**config.mk**
```make
export PLATFORM = sky130hd
export DESIGN_NAME = mem_bus_arbiter_flat
export DESIGN_NICKNAME = d
export VERILOG_FILES = /design/src/rtl/mem_bus_arbiter_if.sv /design/src/rtl/mem_bus_arbiter.sv /design/src/flat_wrapper.sv
export SDC_FILE = /design/constraint.sdc
export NUM_CORES = 1
export LEC_CHECK = 0
export CORE_ASPECT_RATIO = 0.6
export CORE_UTILIZATION = 45
export DETAILED_ROUTE_END_ITERATION = 6
export DONT_BUFFER_PORTS = 1
export PLACE_DENSITY = 0.71
export RECOVER_POWER = 50
export SYNTH_ARGS = -nofsm -noshare
export SYNTH_HDL_FRONTEND = slang
export SYNTH_SLANG_ARGS = --single-unit
```
**constraint.sdc**
```tcl
create_clock -name CLK -period 4.9 [get_ports CLK]
set_input_delay 0.245 -clock CLK [delete_from_list [all_inputs] [get_ports CLK]]
set_output_delay 0.245 -clock CLK [all_outputs]
set_load 0.02 [all_outputs]
```
**src/rtl/mem_bus_arbiter_if.sv**
```systemverilog
// Bus bundle between the two cache controllers, the arbiter and main memory.
// The arbiter takes the slave view; caches plus memory model take the master view.
interface mem_bus_arbiter_if #(
  parameter int ADDR_W = 6,
  parameter int DATA_W = 32
);
  logic              I_READ;
  logic [ADDR_W-1:0] I_ADDRESS;
  logic [DATA_W-1:0] I_READDATA;
  logic              I_BUSYWAIT;
  logic              D_READ;
  logic              D_WRITE;
  logic [ADDR_W-1:0] D_ADDRESS;
  logic [DATA_W-1:0] D_WRITEDATA;
  logic [DATA_W-1:0] D_READDATA;
  logic              D_BUSYWAIT;
  logic              MEM_READ;
  logic              MEM_WRITE;
  logic [ADDR_W-1:0] MEM_ADDRESS;
  logic [DATA_W-1:0] MEM_WRITEDATA;
  logic [DATA_W-1:0] MEM_READDATA;
  logic              MEM_BUSYWAIT;
  logic              ERROR;

  modport slave (
    input  I_READ, I_ADDRESS, D_READ, D_WRITE, D_ADDRESS, D_WRITEDATA,
           MEM_READDATA, MEM_BUSYWAIT,
    output I_READDATA, I_BUSYWAIT, D_READDATA, D_BUSYWAIT,
           MEM_READ, MEM_WRITE, MEM_ADDRESS, MEM_WRITEDATA, ERROR
  );

  modport master (
    output I_READ, I_ADDRESS, D_READ, D_WRITE, D_ADDRESS, D_WRITEDATA,
           MEM_READDATA, MEM_BUSYWAIT,
    input  I_READDATA, I_BUSYWAIT, D_READDATA, D_BUSYWAIT,
           MEM_READ, MEM_WRITE, MEM_ADDRESS, MEM_WRITEDATA, ERROR
  );
endinterface

```
**src/rtl/mem_bus_arbiter.sv**
```systemverilog
// Round-robin arbiter sharing one main-memory block port between the I-cache and D-cache,
// sequencing IDLE -> ISSUE -> WAIT -> DONE with a WAIT timeout that sets a sticky ERROR.
module mem_bus_arbiter #(
  parameter int ADDR_W  = 6,
  parameter int DATA_W  = 32,
  parameter int TIMEOUT = 255
) (
  input  logic               CLK,
  input  logic               RESET,
  mem_bus_arbiter_if.slave   bus
);
  localparam int CNT_W = $clog2(TIMEOUT + 1);
  localparam logic OWN_I = 1'b0;
  localparam logic OWN_D = 1'b1;

  typedef enum logic [1:0] {
    IDLE  = 2'd0,
    ISSUE = 2'd1,
    WAIT  = 2'd2,
    DONE  = 2'd3
  } state_t;

  state_t            state_q, state_d;
  logic              owner_q, owner_d;
  logic              last_grant_q, last_grant_d;
  logic              mem_read_q, mem_read_d;
  logic              mem_write_q, mem_write_d;
  logic [ADDR_W-1:0] addr_q, addr_d;
  logic [DATA_W-1:0] wdata_q, wdata_d;
  logic [DATA_W-1:0] i_rdata_q, i_rdata_d;
  logic [DATA_W-1:0] d_rdata_q, d_rdata_d;
  logic              error_q, error_d;
  logic [CNT_W-1:0]  cnt_q, cnt_d;
  logic              i_req_s, d_req_s, grant_d_s;

  assign i_req_s   = bus.I_READ;
  assign d_req_s   = bus.D_READ | bus.D_WRITE;
  // D wins only when I is idle or I was served last
  assign grant_d_s = d_req_s & (~i_req_s | (last_grant_q == OWN_I));

  // State register and latched access copies
  always_ff @(posedge CLK) begin
    if (RESET) begin
      state_q      <= IDLE;
      owner_q      <= OWN_D;
      last_grant_q <= OWN_D;
      mem_read_q   <= 1'b0;
      mem_write_q  <= 1'b0;
      addr_q       <= {ADDR_W{1'b0}};
      wdata_q      <= {DATA_W{1'b0}};
      i_rdata_q    <= {DATA_W{1'b0}};
      d_rdata_q    <= {DATA_W{1'b0}};
      error_q      <= 1'b0;
      cnt_q        <= {CNT_W{1'b0}};
    end else begin
      state_q      <= state_d;
      owner_q      <= owner_d;
      last_grant_q <= last_grant_d;
      mem_read_q   <= mem_read_d;
      mem_write_q  <= mem_write_d;
      addr_q       <= addr_d;
      wdata_q      <= wdata_d;
      i_rdata_q    <= i_rdata_d;
      d_rdata_q    <= d_rdata_d;
      error_q      <= error_d;
      cnt_q        <= cnt_d;
    end
  end

  // Next-state, grant and data-capture logic
  always_comb begin
    state_d      = state_q;
    owner_d      = owner_q;
    last_grant_d = last_grant_q;
    mem_read_d   = mem_read_q;
    mem_write_d  = mem_write_q;
    addr_d       = addr_q;
    wdata_d      = wdata_q;
    i_rdata_d    = i_rdata_q;
    d_rdata_d    = d_rdata_q;
    error_d      = error_q;
    cnt_d        = cnt_q;
    case (state_q)
      IDLE: begin
        if (i_req_s || d_req_s) begin
          owner_d      = grant_d_s;
          last_grant_d = grant_d_s;
          cnt_d        = {CNT_W{1'b0}};
          state_d      = ISSUE;
          if (grant_d_s) begin
            // a simultaneous read+write from D is carried out as a write
            addr_d      = bus.D_ADDRESS;
            wdata_d     = bus.D_WRITEDATA;
            mem_write_d = bus.D_WRITE;
            mem_read_d  = ~bus.D_WRITE;
          end else begin
            addr_d      = bus.I_ADDRESS;
            wdata_d     = {DATA_W{1'b0}};
            mem_write_d = 1'b0;
            mem_read_d  = 1'b1;
          end
        end else begin
          state_d = IDLE;
        end
      end
      ISSUE: state_d = WAIT;
      WAIT: begin
        if (!bus.MEM_BUSYWAIT) begin
          if (mem_read_q) begin
            if (owner_q == OWN_D) begin
              d_rdata_d = bus.MEM_READDATA;
            end else begin
              i_rdata_d = bus.MEM_READDATA;
            end
          end else begin
            d_rdata_d = d_rdata_q;
          end
          mem_read_d  = 1'b0;
          mem_write_d = 1'b0;
          cnt_d       = {CNT_W{1'b0}};
          state_d     = DONE;
        end else if (cnt_q == CNT_W'(TIMEOUT - 1)) begin
          error_d = 1'b1;
          if (owner_q == OWN_D) begin
            d_rdata_d = {DATA_W{1'b0}};
          end else begin
            i_rdata_d = {DATA_W{1'b0}};
          end
          mem_read_d  = 1'b0;
          mem_write_d = 1'b0;
          cnt_d       = {CNT_W{1'b0}};
          state_d     = DONE;
        end else begin
          cnt_d = cnt_q + CNT_W'(1);
        end
      end
      DONE:    state_d = IDLE;
      default: state_d = IDLE;
    endcase
  end

  assign bus.MEM_READ      = mem_read_q;
  assign bus.MEM_WRITE     = mem_write_q;
  assign bus.MEM_ADDRESS   = addr_q;
  assign bus.MEM_WRITEDATA = wdata_q;
  assign bus.I_READDATA    = i_rdata_q;
  assign bus.D_READDATA    = d_rdata_q;
  assign bus.ERROR         = error_q;
  // each requester is released only during its own DONE cycle
  assign bus.I_BUSYWAIT    = i_req_s & ~((state_q == DONE) & (owner_q == OWN_I));
  assign bus.D_BUSYWAIT    = d_req_s & ~((state_q == DONE) & (owner_q == OWN_D));
endmodule

```
**src/flat_wrapper.sv**
```systemverilog
// flat-port wrapper written by rule: the top's interface ports become plain ports
module mem_bus_arbiter_flat 
#(
  parameter int ADDR_W  = 6,
  parameter int DATA_W  = 32,
  parameter int TIMEOUT = 255
)
  (CLK, RESET, bus_I_READ, bus_I_ADDRESS, bus_D_READ, bus_D_WRITE, bus_D_ADDRESS, bus_D_WRITEDATA, bus_MEM_READDATA, bus_MEM_BUSYWAIT, bus_I_READDATA, bus_I_BUSYWAIT, bus_D_READDATA, bus_D_BUSYWAIT, bus_MEM_READ, bus_MEM_WRITE, bus_MEM_ADDRESS, bus_MEM_WRITEDATA, bus_ERROR);
  mem_bus_arbiter_if #(.ADDR_W(ADDR_W), .DATA_W(DATA_W)) bus_i ();
  input  logic CLK;
  input  logic RESET;
  input wire logic [$bits(bus_i.I_READ)-1:0] bus_I_READ;
  input wire logic [$bits(bus_i.I_ADDRESS)-1:0] bus_I_ADDRESS;
  input wire logic [$bits(bus_i.D_READ)-1:0] bus_D_READ;
  input wire logic [$bits(bus_i.D_WRITE)-1:0] bus_D_WRITE;
  input wire logic [$bits(bus_i.D_ADDRESS)-1:0] bus_D_ADDRESS;
  input wire logic [$bits(bus_i.D_WRITEDATA)-1:0] bus_D_WRITEDATA;
  input wire logic [$bits(bus_i.MEM_READDATA)-1:0] bus_MEM_READDATA;
  input wire logic [$bits(bus_i.MEM_BUSYWAIT)-1:0] bus_MEM_BUSYWAIT;
  output wire logic [$bits(bus_i.I_READDATA)-1:0] bus_I_READDATA;
  output wire logic [$bits(bus_i.I_BUSYWAIT)-1:0] bus_I_BUSYWAIT;
  output wire logic [$bits(bus_i.D_READDATA)-1:0] bus_D_READDATA;
  output wire logic [$bits(bus_i.D_BUSYWAIT)-1:0] bus_D_BUSYWAIT;
  output wire logic [$bits(bus_i.MEM_READ)-1:0] bus_MEM_READ;
  output wire logic [$bits(bus_i.MEM_WRITE)-1:0] bus_MEM_WRITE;
  output wire logic [$bits(bus_i.MEM_ADDRESS)-1:0] bus_MEM_ADDRESS;
  output wire logic [$bits(bus_i.MEM_WRITEDATA)-1:0] bus_MEM_WRITEDATA;
  output wire logic [$bits(bus_i.ERROR)-1:0] bus_ERROR;
  assign bus_i.I_READ = bus_I_READ;
  assign bus_i.I_ADDRESS = bus_I_ADDRESS;
  assign bus_i.D_READ = bus_D_READ;
  assign bus_i.D_WRITE = bus_D_WRITE;
  assign bus_i.D_ADDRESS = bus_D_ADDRESS;
  assign bus_i.D_WRITEDATA = bus_D_WRITEDATA;
  assign bus_i.MEM_READDATA = bus_MEM_READDATA;
  assign bus_i.MEM_BUSYWAIT = bus_MEM_BUSYWAIT;
  assign bus_I_READDATA = bus_i.I_READDATA;
  assign bus_I_BUSYWAIT = bus_i.I_BUSYWAIT;
  assign bus_D_READDATA = bus_i.D_READDATA;
  assign bus_D_BUSYWAIT = bus_i.D_BUSYWAIT;
  assign bus_MEM_READ = bus_i.MEM_READ;
  assign bus_MEM_WRITE = bus_i.MEM_WRITE;
  assign bus_MEM_ADDRESS = bus_i.MEM_ADDRESS;
  assign bus_MEM_WRITEDATA = bus_i.MEM_WRITEDATA;
  assign bus_ERROR = bus_i.ERROR;
  mem_bus_arbiter #(.ADDR_W(ADDR_W), .DATA_W(DATA_W), .TIMEOUT(TIMEOUT)) u_core (.CLK(CLK), .RESET(RESET), .bus(bus_i));
endmodule
```
==> results.json, run 1 <==
{
  "synth-main-ff-cell": "sky130_fd_sc_hd__dfxtp_1",
  "drc": 0,
  "power.share.switching_pct": 32.45,
  "grt_max_degree": 109,
  "grt_first_pass_wirelength_mm": 18.86,
  "drt_iter0_markers": 299,
  "yosys_warnings": 0,
  "placement_rows": 27,
  "power.internal_w": 0.002070,
  "worstHoldPathType": "primary input to flop",
  "postSynthCellCount": 539,
  "timing.critical_path.slowest_cell_delay_ps": 960,
  "initial_util_pct": 47.91,
  "fin_max_slew_vios": 0,
  "cts_buffers": 17,
  "critical-path-top-delay-family": "simple AND/OR/NAND/NOR gates",
  "avgSynthCellArea_um2": 8.438,
  "die-area_mm2": 0.01053,
  "worst_setup_path_start_kind": "flop",
  "synth_seq_cells": 116,
  "critical-path-top-cell-by-count": "sky130_fd_sc_hd__inv_1",
  "detailroute.via_count": 3908,
  "cap_viol_max_count": 0,
  "yosysUniqueCellTypes": 35,
  "final_period_minus_worst_setup_slack_ps": 2736,
  "pd_cells_mw_per_mm2": 562.8,
  "power_leakage_nw": 1.897,
  "count_of_clock_tree_sinks": 116,
  "area_of_the_placeable_core_mm2": 0.009493,
  "antenna_violations_before_repair": 2,
  "p_switching_w": 0.0009944,
  "max_slew.worst_pin.slew_ps": 1247,
  "design.final.nets": 631,
  "syn2layout_area_growth_pct": 19.70,
  "clock_power_share_pct": 41.2,
  "buffering_stage_count_on_the_worst_path_with_inverters_included": 3,
  "synth_async_sr_flop_share_pct": 0,
  "critical_path_fanout_max": 33,
  "synth_edf_count": 0,
  "postRouteAntennaNets": 0,
  "clock-root-buffer": "sky130_fd_sc_hd__clkbuf_16",
  "synth_fp_nets": 626,
  "gr-total-overflow": 0,
  "path_class": "flop to flop",
  "worst_path_required_time_ps": 5250,
  "drt-vias-per-instance": 5.680,
  "fin_crit_sh_pct": 55.85,
  "arrival_ps": 3090,
  "setup.worst_path.end_class": "flop",
  "postCtsResizedCells": 0,
  "place_hpwl_mm": 7.410,
  "worst_slew_margin_rel_pct": 16.75,
  "timing.final.hold_violations": 0,
  "globalplace.congestion": 0.8621,
  "detailed_route_wire_length_mm": 12.09,
  "final.fill_count": 823,
  "clock_path_buffers": 2,
  "utilization_pct": 57.35,
  "mostFrequentLayoutCells": "sky130_fd_sc_hd__dfxtp_1 (116), sky130_fd_sc_hd__a21oi_1 (70), sky130_fd_sc_hd__nand2_1 (69)",
  "synth_sequential_area_ratio_pct": 51.06,
  "postCtsSetupRepairBufs": 0,
  "seq_power_share_pct": 41.5,
  "synth_area_mm2": 0.004548,
  "irDropWorstVdd_v": 0.0002858,
  "critPathSlowestCell": "sky130_fd_sc_hd__nor2_2",
  "grt_usage_pct": 23.18,
  "run_status": "completed",
  "drive_above_1_share_pct": 7.899,
  "final.setup_skew_ps": 8.565,
  "tns_ps": 0,
  "io_buffer_count": 0,
  "worstSkewPairLatency_ps": 400,
  "power.combinational.fraction_pct": 17.2,
  "crit_chain": "inv_1, ha_1, inv_1, nor2_2, a22oi_1, nor2_1, dlygate4sd3_1",
  "finalSetupViolCount": 0,
  "grt_setup_unrepaired": "no",
  "dieWidth_um": 131.8,
  "wl_per_cell_um": 17.57,
  "maximum_clock_frequency_ghz": 0.3654,
  "grt_pass1_vias": 3655,
  "mostFrequentLayoutCell": "sky130_fd_sc_hd__dfxtp_1",
  "tritoncts": "done",
  "clkTransAtPathRegs_ps": 50,
  "die_height_um": 79.87,
  "firstDrtPassIters": 4,
  "ioPinCount": 189,
  "cts_max_level": 4
}
state kept, by name, summed over array words and instances (netlist names):
register,count
u_core.bus.MEM_ADDRESS,6
u_core.bus.MEM_WRITEDATA,32
u_core.bus.I_READDATA,32
u_core.cnt_q,8
u_core.bus.ERROR,1
u_core.bus.MEM_READ,1
u_core.bus.MEM_WRITE,1
u_core.owner_q,1
u_core.state_q,2
u_core.bus.D_READDATA,32
cell usage after synthesis, types with 2 or more instances:
library cell                 n  area share [%]
sky130_fd_sc_hd__a211oi_1    7             1.2
sky130_fd_sc_hd__a21oi_1    70             7.7
sky130_fd_sc_hd__a22oi_1    32             5.3
sky130_fd_sc_hd__buf_2       3            0.33
sky130_fd_sc_hd__clkbuf_1   36             3.0
sky130_fd_sc_hd__dfxtp_1   116              51
sky130_fd_sc_hd__ha_1        5             1.4
sky130_fd_sc_hd__inv_1       5            0.41
sky130_fd_sc_hd__mux2i_1     8             1.8
sky130_fd_sc_hd__nand2_1    69             5.7
sky130_fd_sc_hd__nand2b_1    2            0.28
sky130_fd_sc_hd__nand3_1     2            0.22
sky130_fd_sc_hd__nor2_1     57             4.7
sky130_fd_sc_hd__nor2b_1    32             4.4
sky130_fd_sc_hd__nor3_1      3            0.33
sky130_fd_sc_hd__o21ai_0    68             7.5
sky130_fd_sc_hd__xnor2_1     6             1.2
timing repair:
item	in CTS	in global routing
hold buffers	23	0
endpoints found under the setup margin	0	0
endpoints found under the hold margin	108	0
path summary, 6_finish.rpt:
kind | startpoint | slack [ps] | cells past startpoint | endpoint
worst min register to register | u_core.cnt_q[7] | 530 | 2 | u_core.cnt_q[7]
worst min-delay path | bus_D_WRITEDATA[0] | 20 | 2 | u_core.bus.MEM_WRITEDATA[0]
worst max-delay path | u_core.state_q[0] | 2160 | 7 | u_core.bus.MEM_WRITEDATA[17]
worst max register to register | u_core.state_q[0] | 2160 | 7 | u_core.bus.MEM_WRITEDATA[17]
logic make-up (layout without fill, tap and decap cells):
logic type,count (synthesis),after routing,synth area share [%]
AOI/OAI and AO/OA,184,184,23.08
and+or+nand+nor,175,175,17.61
DFF,116,116,51.06
buffers and inverters,45,63,3.961
muxes,8,8,1.761
xor gates and xnor gates,6,6,1.155
adders and majority gates,5,5,1.376
other,0,1,0
power groups by stage:
stage	clock network, W	registers [W]	logic [W]
detailed placement	0	0.00129	0.000492
global placement	0	0.00129	0.000473
finish	0.00126	0.00127	0.000528
global route	0.00133	0.00129	0.000590
floorplan	0	0.00126	0.000422
CTS	0.00128	0.00127	0.000525
area by class of cell:
type / instances / area, um2 / area share [%]
sequential: 116 / 2322 / 42.66
multi-input combinational: 378 / 2057 / 37.78
clock buffer: 19 / 452.9 / 8.320
timing repair buffer: 26 / 270.3 / 4.964
tap: 130 / 162.7 / 2.988
clock inverter: 13 / 157.7 / 2.896
inverter: 5 / 18.77 / 0.3447
antenna: 1 / 2.502 / 0.04597
metal layers:
| metal | global-route usage (%) | wire length [um] | vias up |
|---|---|---|---|
| li1 | - | - | 1869 |
| met1 | 29.35 | 5378 | 1821 |
| met2 | 35.66 | 5384 | 198 |
| met3 | 7.937 | 1153 | 18 |
| met4 | 10.81 | 155 | 2 |
| met5 | 0 | 13 | - |
stage by stage:
step	total power (W)	worst slack, ps	hold WS [ps]	std cells	cell area, um2
floorplan	0.001681	3206	407.6	539	4548
global placement	0.001760	2659	325.5	632	4587
detailed placement	0.001779	2563	328.3	632	4587
CTS	0.003078	2224	3.086	687	5445
global route	0.003202	1940	4.427	688	5444
finish	0.003064	2164	18.42	688	5444
No activity file was read; power rests on OpenSTA's default activity.
==> run 2, diff against run 1 <==
ABC_AREA = 1   (was not set)
PLACE_DENSITY = 0.73   (was 0.71)
clock period = 2.3 ns   (was 4.9 ns; I/O delays follow)
==> run 2 against run 1 <==
  * Die area rose by 3.5%
  * Global-route usage rose by 1.1 points
  * Synthesized cell count rose by 19%
  * Cell count rose by 25%
  * Clock power rose by 120%
  * Non-clock buffer count rose by 56
  * Critical path depth did not move
  * Register-to-register slack got worse by 2000 ps
  * Sequential share of layout area fell by 4.6 points
  * Wire length rose by 11%
  * Worst setup slack got worse by 2000 ps
  * Count of clock-buffer cells in the layout fell by 2
==> results.json, run 2 <==
{
  "tns_ps": 0,
  "fin_area_mm2": 0.006096,
  "worst_setup_path_start_kind": "flop",
  "area_after_dpl_mm2": 0.004657,
  "io_buffer_count": 0,
  "maximum_clock_frequency_ghz": 0.4712,
  "drive_above_1_share_pct": 6.787,
  "max_slew.worst_pin.slew_ps": 715.4,
  "area_of_the_placeable_core_mm2": 0.01002,
  "antenna_violations_before_repair": 0,
  "yosysUniqueCellTypes": 21,
  "synth_sequential_area_ratio_pct": 49.31,
  "clkTransAtPathRegs_ps": 60,
  "globalplace.congestion": 0.8947,
  "mostFrequentLayoutCells": "sky130_fd_sc_hd__nand2_1 (233), sky130_fd_sc_hd__a21oi_1 (119), sky130_fd_sc_hd__dfxtp_1 (116)",
  "final.fill_count": 846,
  "yosys_warnings": 0,
  "placedCellCount": 746,
  "timing.final.hold_violations": 0,
  "syn2layout_area_growth_pct": 29.44,
  "mostFrequentLayoutCell": "sky130_fd_sc_hd__nand2_1",
  "register_area_mm2": 0.002322,
  "firstDrtPassIters": 5,
  "post-synth-top-count-cell": "sky130_fd_sc_hd__nand2_1",
  "grt_pass1_vias": 4189,
  "drt-vias-per-instance": 5.184,
  "place_hpwl_mm": 7.977,
  "run_status": "completed",
  "synth_fp_nets": 731,
  "synth_area_mm2": 0.004710,
  "detailed_route_wire_length_mm": 13.37,
  "synth.top_cell.area_share_pct": 49.31,
  "ioPinCount": 189,
  "cap_viol_max_count": 0,
  "multi_input_area_mm2": 0.001923,
  "finalSetupViolCount": 0,
  "gr-total-overflow": 0,
  "count_of_clock_tree_sinks": 116,
  "grt_max_degree": 99,
  "pd_cells_mw_per_mm2": 1147,
  "power_leakage_nw": 2.367,
  "dieWidth_um": 134.1,
  "postSynthCellCount": 644,
  "die_height_um": 81.24,
  "final.setup_skew_ps": 7.886,
  "wl_per_cell_um": 15.60,
  "fin_crit_sh_pct": 92.27,
  "critical_path_fanout_max": 33,
  "synth.largest_area_cell": "sky130_fd_sc_hd__dfxtp_1",
  "antenna_cells_inserted": 0,
  "postCtsResizedCells": 0,
  "postRouteAntennaNets": 0,
  "yosys-top-cells-area": "sky130_fd_sc_hd__dfxtp_1 (49%), sky130_fd_sc_hd__nand2_1 (18%), sky130_fd_sc_hd__a21oi_1 (13%)",
  "worst_path_required_time_ps": 2650,
  "design.final.nets": 796,
  "irDropWorstVdd_v": 0.0006161,
  "clock_path_buffers": 2,
  "cts_max_level": 4,
  "synth_async_sr_flop_share_pct": 0,
  "die-area_mm2": 0.01089,
  "utilization_pct": 60.84,
  "path_class": "flop to flop",
  "grt_usage_pct": 24.32,
  "synth_edf_count": 0,
  "synth_seq_cells": 116,
  "finalNonFillerCells": 857,
  "drt_iter0_markers": 192,
  "synth-main-ff-cell": "sky130_fd_sc_hd__dfxtp_1",
  "tritoncts": "done",
  "worstHoldPathType": "primary input to flop",
  "worst_slew_margin_rel_pct": 51.80,
  "clock-root-buffer": "sky130_fd_sc_hd__clkbuf_16",
  "cts_buffers": 17,
  "initial_util_pct": 47.00,
  "worstSkewPairLatency_ps": 410,
  "avgSynthCellArea_um2": 7.313,
  "setup.worst_path.end_class": "flop",
  "synth_commonest_cells": "sky130_fd_sc_hd__nand2_1 (231), sky130_fd_sc_hd__a21oi_1 (119), sky130_fd_sc_hd__dfxtp_1 (116)",
  "fin_max_slew_vios": 0,
  "arrival_ps": 2470,
  "placement_rows": 28,
  "grt_first_pass_wirelength_mm": 20.33,
  "drc": 0,
  "grt_setup_unrepaired": "no",
  "final_period_minus_worst_setup_slack_ps": 2122,
  "detailroute.via_count": 4443
}
## run 2: critical path: stages, from the launching register on
cell	delay (ps)
sky130_fd_sc_hd__dfxtp_1	330
sky130_fd_sc_hd__inv_1	90
sky130_fd_sc_hd__ha_1	200
sky130_fd_sc_hd__inv_1	100
sky130_fd_sc_hd__nor2_4	550
sky130_fd_sc_hd__nand2_1	110
sky130_fd_sc_hd__a21oi_1	140
sky130_fd_sc_hd__dlygate4sd3_1	550
## run 2: area by class of cell
| type | instances | share of cell area [%] |
|---|---|---|
| timing repair buffer | 82 | 13.79 |
| tap | 135 | 2.771 |
| multi-input combinational | 436 | 31.55 |
| clock buffer | 17 | 6.979 |
| clock inverter | 15 | 3.366 |
| sequential | 116 | 38.10 |
| inverter | 56 | 3.448 |
## run 2: cells by family (layout without fill, tap and decap cells)
logic type,after synthesis,count (layout),synth area share (%)
AO/OA/AOI/OAI,130,130,14.19
adder cells (fa/ha/maj),5,5,1.328
buffers and inverters,92,170,9.644
flip-flops,116,116,49.31
AND/OR/NAND/NOR,301,301,25.53
## run 2: stage by stage
step / total power [W] / setup WS, ps / hold slack [ps]
floorplan: 0.003832 / 935.2 / 257.2
global placement: 0.003930 / 708.3 / 191.3
detailed placement: 0.004001 / 613.0 / 191.7
CTS: 0.007010 / 170.5 / 0.7025
global route: 0.007309 / 13.76 / 5.827
finish: 0.006993 / 177.7 / 4.802
## run 2: path summary, 6_finish.rpt
path	slack (ps)	from	depth (start not counted)	end
worst min-delay path	5	bus_MEM_BUSYWAIT	3	u_core.bus.ERROR
worst max register to register	180	u_core.state_q[0]	7	u_core.bus.MEM_WRITEDATA[15]
worst min register to register	480	u_core.cnt_q[7]	2	u_core.cnt_q[7]
worst max-delay path	180	u_core.state_q[0]	7	u_core.bus.MEM_WRITEDATA[15]
## run 2: what timing repair did
action	CTS	global route
hold endpoints to repair	104	0
endpoints found under the setup margin	0	1
setup buffers	0	0
hold buffers	79	0
## run 2: metal layers
metal | vias to the layer above | GRT usage, % | part of all wire, %
li1 | 2146 | - | -
met1 | 2040 | 27.32 | 40
met2 | 223 | 41.19 | 47
met3 | 34 | 9.301 | 10
met4 | 0 | 11.91 | 2.7
met5 | - | 0 | 0
## run 2: where the power goes
group          internal (W)  total, W  switching [W]
combinational      0.000486   0.00141       0.000922
sequential          0.00228   0.00278       0.000506
clock               0.00182   0.00280       0.000980
total               0.00458   0.00699        0.00241
